## config.mk

```make
export PLATFORM = sky130hd
export DESIGN_NAME = ga_config_irq_ctrl
export DESIGN_NICKNAME = d
export VERILOG_FILES = /design/src/rtl/ga_config_irq_ctrl.sv
export SDC_FILE = /design/constraint.sdc
export NUM_CORES = 1
export LEC_CHECK = 0
export ABC_CLOCK_PERIOD_IN_PS = 1800
export CAP_MARGIN = 30
export CORE_ASPECT_RATIO = 2
export CORE_UTILIZATION = 44
export CTS_BUF_LIST = sky130_fd_sc_hd__clkbuf_8 sky130_fd_sc_hd__clkbuf_16
export CTS_CLUSTER_SIZE = 30
export DETAILED_ROUTE_END_ITERATION = 16
export PLACE_DENSITY = 0.75
export SLEW_MARGIN = 0
export SYNTH_ARGS = -nofsm -noshare
export SYNTH_HDL_FRONTEND = slang
export SYNTH_SLANG_ARGS = --single-unit
```

## constraint.sdc

```tcl
create_clock -name CLK -period 1.8 [get_ports CLK]
set_clock_uncertainty 0.05 [all_clocks]
set_input_delay 0.45 -clock CLK [delete_from_list [all_inputs] [get_ports CLK]]
set_output_delay 0.45 -clock CLK [all_outputs]
set_load 0.01 [all_outputs]
```

## src/rtl/ga_config_irq_ctrl.sv

```systemverilog
// Gate Array register file: decodes Z80 I/O writes into ROM enables, mode, pen and ink,
// and runs the 52-line HSYNC interrupt counter with VSYNC resync and Z80 acknowledge.
module ga_config_irq_ctrl #(
    parameter int IRQ_LINES   = 52,
    parameter int VSYNC_DELAY = 2,
    parameter int CNT_W       = 6
) (
    input  logic       CLK,
    input  logic       RESET,
    input  logic       IORQ_n,
    input  logic       WR_n,
    input  logic       M1_n,
    input  logic       A15,
    input  logic       A14,
    input  logic [7:0] D,
    input  logic       HSYNC,
    input  logic       VSYNC,
    output logic       INT_n,
    output logic       LROMEN,
    output logic       HROMEN,
    output logic [1:0] MODE,
    output logic [4:0] PEN,
    output logic       INK_WE,
    output logic [4:0] INK_DATA
);
    localparam int DLY_W = $clog2(VSYNC_DELAY + 1);

    logic             r_sel;
    logic             r_ack_cyc;
    logic             r_hs;
    logic             r_vs;
    logic [1:0]       r_pmode;
    logic [CNT_W-1:0] r_r52;
    logic [DLY_W-1:0] r_vdly;

    logic             w_sel;
    logic             w_ack_cyc;
    logic             w_wr;
    logic             w_ack;
    logic             w_hfall;
    logic             w_hrise;
    logic             w_vrise;
    logic             w_clear;
    logic             w_resync;
    logic             w_wrap;
    logic             w_raise;
    logic [CNT_W-1:0] w_cnt_inc;
    logic [CNT_W-1:0] w_cnt_nxt;
    logic             w_unused_d5;

    assign w_sel       = ~IORQ_n & ~WR_n & M1_n & A15 & ~A14;
    assign w_ack_cyc   = ~M1_n & ~IORQ_n;
    assign w_wr        = w_sel & ~r_sel;
    assign w_ack       = w_ack_cyc & ~r_ack_cyc;
    assign w_hfall     = r_hs & ~HSYNC;
    assign w_hrise     = ~r_hs & HSYNC;
    assign w_vrise     = ~r_vs & VSYNC;
    assign w_clear     = w_wr & (D[7:6] == 2'b10) & D[4];
    assign w_unused_d5 = D[5];

    // The HSYNC fall that empties the VSYNC delay resyncs instead of counting.
    assign w_cnt_inc = r_r52 + 1'b1;
    assign w_resync  = w_hfall & (r_vdly == DLY_W'(1));
    assign w_wrap    = w_hfall & ~w_resync & (w_cnt_inc == CNT_W'(IRQ_LINES));
    assign w_raise   = w_wrap | (w_resync & (r_r52 >= CNT_W'(32)));

    always_comb begin
        w_cnt_nxt = r_r52;
        if (w_hfall)
            w_cnt_nxt = (w_resync || w_wrap) ? '0 : w_cnt_inc;
        if (w_ack)
            w_cnt_nxt[CNT_W-1] = 1'b0;
    end

    always_ff @(posedge CLK or posedge RESET) begin
        if (RESET) begin
            // Strobe history starts "active" so a cycle straddling reset release
            // must drop and reassert before it counts.
            r_sel     <= 1'b1;
            r_ack_cyc <= 1'b1;
            r_hs      <= 1'b0;
            r_vs      <= 1'b0;
            r_pmode   <= 2'd0;
            r_r52     <= '0;
            r_vdly    <= '0;
            INT_n     <= 1'b1;
            LROMEN    <= 1'b0;
            HROMEN    <= 1'b0;
            MODE      <= 2'd0;
            PEN       <= 5'd0;
            INK_WE    <= 1'b0;
            INK_DATA  <= 5'd0;
        end else begin
            r_sel     <= w_sel;
            r_ack_cyc <= w_ack_cyc;
            r_hs      <= HSYNC;
            r_vs      <= VSYNC;
            INK_WE    <= w_wr & (D[7:6] == 2'b01);

            if (w_hrise)
                MODE <= r_pmode;

            if (w_wr) begin
                case (D[7:6])
                    2'b00: PEN <= D[4:0];
                    2'b01: INK_DATA <= D[4:0];
                    2'b10: begin
                        LROMEN  <= D[2];
                        HROMEN  <= D[3];
                        r_pmode <= D[1:0];
                    end
                    default: ;
                endcase
            end

            r_r52 <= w_clear ? '0 : w_cnt_nxt;

            if (w_vrise)
                r_vdly <= DLY_W'(VSYNC_DELAY);
            else if (w_hfall && (r_vdly != '0))
                r_vdly <= r_vdly - 1'b1;

            if (w_clear)
                INT_n <= 1'b1;
            else if (w_raise)
                INT_n <= 1'b0;
            else if (w_ack)
                INT_n <= 1'b1;
        end
    end
endmodule

```

==> summary.md <==
| Metric | Value |
|---|---|
| Post-route cell area | 2190 µm² |
| Area occupied by multi-input gates | 713 µm² |
| Pwr/cell area | 878 nW/µm² |
| Port Buf Inserts | 31 |
| Top-count cell post-synth | dfrtp_1 |
| Dpl hpwl | 2.49 mm |
| Initial core utilization | 46.9% |
| Min-Delay Path Class | in2reg |
| Largest net degree at the start of global routing | 31 |
| # rows | 28 |
| Worst-path cell chain | or4b_1, or4_4, or2_4, nand3_2, o32ai_1 |
| GRT overflow | 0 |
| Crit-path max FO | 4 |
| DRC viols | 0 |
| Slowest stage delay, CP | 0.49 ns |
| Fmax | 0.516 GHz |
| Routability Congestion | 0.932 |
| Post-Synth Adder-Cell Area | 4.48% |
| Sequential-to-total area share from yosys stat | 54.0% |
| Ratio of cells with drive above 1 in the final layout | 44.1% |
| Rel. slew slack | 73.4% |
| CTS Hold Bufs | 0 |
| Top cells by area, synth | dfrtp_1 (48%), mux2_2 (13%), dfstp_2 (5.6%) |
| Pins Over Slew Limit | 0 |
| Register area | 757 µm² |
| Area Growth Syn to Fin | 56.4% |
| Largest family of logic cells by synthesized area | simple AND/OR/NAND/NOR gates |
| Wire per inst | 16.6 µm |
| Die area | 3420 µm² |
| Max IR drop VDD | 0.731 mV |
| Unique cell type count in the Yosys netlist | 36 |
| Post-synth EDFFs | 0 |
| Compound-cell area share of the yosys netlist | 8.68% |
| Diode count | 0 |
| Failing checks | negative setup slack |
| CTS root buf | clkbuf_8 |
| Total wire length | 3.59 mm |
| Share of the synthesized area in the top cell type | 48.3% |
| Final setup viols | 11 |
| Period utilisation layout | 108% |
| CP required | 1.91 ns |
| DR vias/cell | 5.56 |
| GRT Overall Usage | 20.9% |
| Status | finished, violations left |
| Leak | 0.00101 µW |
| Core area | 2980 µm² |
| DP Area | 1970 µm² |
| Number of antenna violations at the first check in global routing | 0 |
| I/O pin count | 33 |
| Synth async-reset ratio | 100% |
| Mux contribution to synthesized area | 12.9% |
| Yosys reg bits | 30 |
| Detailed Route Iter0 Violations | 14 |
| Die Y | 81.7 µm |
| Cts bufs inserted | 5 |
| CTS Sinks | 30 |
| Net Count, Synth | 141 |
| Clock transition at path regs | 0.06 ns |
| H-tree depth | 2 |
| WP data arrival | 2.05 ns |
| ANT nets after route | 0 |
| Crit path max-delay cell type | or4b_1 |
| Simple-gate share of the synthesized area | 15.8% |
| Synth cell count leaders | dfrtp_1 (27), mux2_2 (16), nand3_1 (7), o21ai_0 (7), inv_1 (6) |
| Most used DFF post-synth | dfrtp_1 |
| Vias | 1200 |
| Gate count after technology mapping | 119 |
| First-pass GRT wire length | 5.31 mm |
| Largest area contributor in the netlist | dfrtp_1 |
| Critical Path Start Type | flop |
| Worst-Skew Late Latency | 0.28 ns |
| Syn Area/Cell | 11.7 µm² |
| Post-Synthesis Cell Area | 1400 µm² |
| Post-route setup slack | -0.138 ns |
| Die width | 41.9 µm |
| Least-Margin Pin Slew | 0.396 ns |
| Tmin final | 1.94 ns |
| Max Root-Sink Buffers | 2 |
| Max-Cap Viols | 0 |
| Fin Hold WS | 0.392 ns |
| Crit. End Element | flop |
| CTS tree | done |
| Final TNS setup | -0.966 ns |
| Setup CP Type | reg2reg |
| RSZ-0062 raised after global routing | true |
| Synth Area in XOR/XNOR | 1.25% |
| Ys Warns | 0 |
| Top delay family on crit path | simple AND/OR/NAND/NOR gates |
| Drt first pass iters | 4 |
| Vias in the first global route | 1242 |
| Buf/Inv on CP | 0 |
| # fillers | 197 |
| # nets final | 207 |
| Hold Fails Final Rpt | 0 |
==> state kept, by name, indices dropped and copies added, names as in the netlist <==
| register | cells |
|---|---|
| r_vdly | 2 |
| r_vs | 1 |
| INK_DATA | 5 |
| MODE | 2 |
| r_r52 | 6 |
| r_sel | 1 |
| HROMEN | 1 |
| r_ack_cyc | 1 |
| r_pmode | 2 |
| INK_WE | 1 |
| r_hs | 1 |
| PEN | 5 |
| LROMEN | 1 |
| INT_n | 1 |
==> final timing paths <==
kind,from,endpoint,slack (ns),cells after the start
max,r_sel,r_r52[1],-0.14,5
min reg2reg,r_pmode[0],r_pmode[0],0.46,1
min,M1_n,r_ack_cyc,0.39,3
max in group asynchronous,RESET,r_ack_cyc,0.89,3
min in group asynchronous,RESET,MODE[1],0.49,3
max reg2reg,r_sel,r_r52[1],-0.14,5
==> cells by family after synthesis <==
family,Yosys count
flip-flops,30
XOR/XNOR,2
buffers and inverters,10
AND/OR/NAND/NOR,37
adder cells (fa/ha/maj),5
multiplexers,16
AO/OA/AOI/OAI,19
==> placed cells by master (no fill, tap or decap), types with 2 or more instances in the layout <==
cell	synthesis	final
nand3_2	0	4
buf_4	0	28
clkbuf_2	0	2
dfstp_2	3	3
nor2_1	3	2
or3_1	3	2
nand2b_1	3	3
clkbuf_8	0	6
inv_1	6	7
dlymetal6s2s_1	0	4
nand3_1	7	3
o21ai_0	7	6
dfrtp_2	0	2
clkdlybuf4s50_1	0	23
mux2_2	16	16
buf_6	0	4
or2_4	0	2
nor2b_1	3	3
nor3_2	1	2
dfrtp_1	27	25
ha_1	5	4
nand2_1	4	3
o21ai_1	1	2
a21oi_1	3	2
or4_4	0	2
==> per-layer routing <==
metal  routed length [µm]  up-vias  GRT usage, %
met2                 2040       37          38.8
met4                  129        0          11.9
met5                    0        -             0
met3                  112       10          3.30
li1                     -      559             -
met1                 1310      594          21.8
==> final cells by class <==
| type | count | area share [%] |
|---|---|---|
| Inverter | 6 | 1.03 |
| Sequential cell | 30 | 34.6 |
| Clock buffer | 6 | 3.78 |
| Tap cell | 30 | 1.72 |
| Timing Repair Buffer | 63 | 25.8 |
| Clock inverter | 2 | 0.401 |
| Multi-Input combinational cell | 79 | 32.6 |
==> power by group <==
group          leakage (µW)  internal, µW  switching, µW
combinational      0.000574           299            231
sequential         0.000383           769           72.5
clock             0.0000524           302            246
total               0.00101          1370            550
==> stage by stage <==
step                      setup slack (ns)  instances  util (%)  total power, µW
final                               -0.138        216      73.4             1920
after global routing                -0.170        216      73.4             2010
after CTS                           -0.274        216      70.5             1880
after detailed placement            -0.739        208      66.2             1310
after global placement              -0.662        208      66.2             1280
after floorplan                     -0.243        119         -             1040
==> worst reg2reg max path: stages (launching register included) <==
cell and delay, ns:
dfstp_2 0.37, or4b_1 0.49, or4_4 0.48, or2_4 0.29
nand3_2 0.07, o32ai_1 0.06
==> what timing repair did <==
item | in CTS | in global routing
endpoints found under the setup margin | 22 | 21
buffers inserted | 0 | 1
resized for setup | 14 | 27
pin swaps | 9 | 12
No activity file was read; power rests on OpenSTA's default activity.
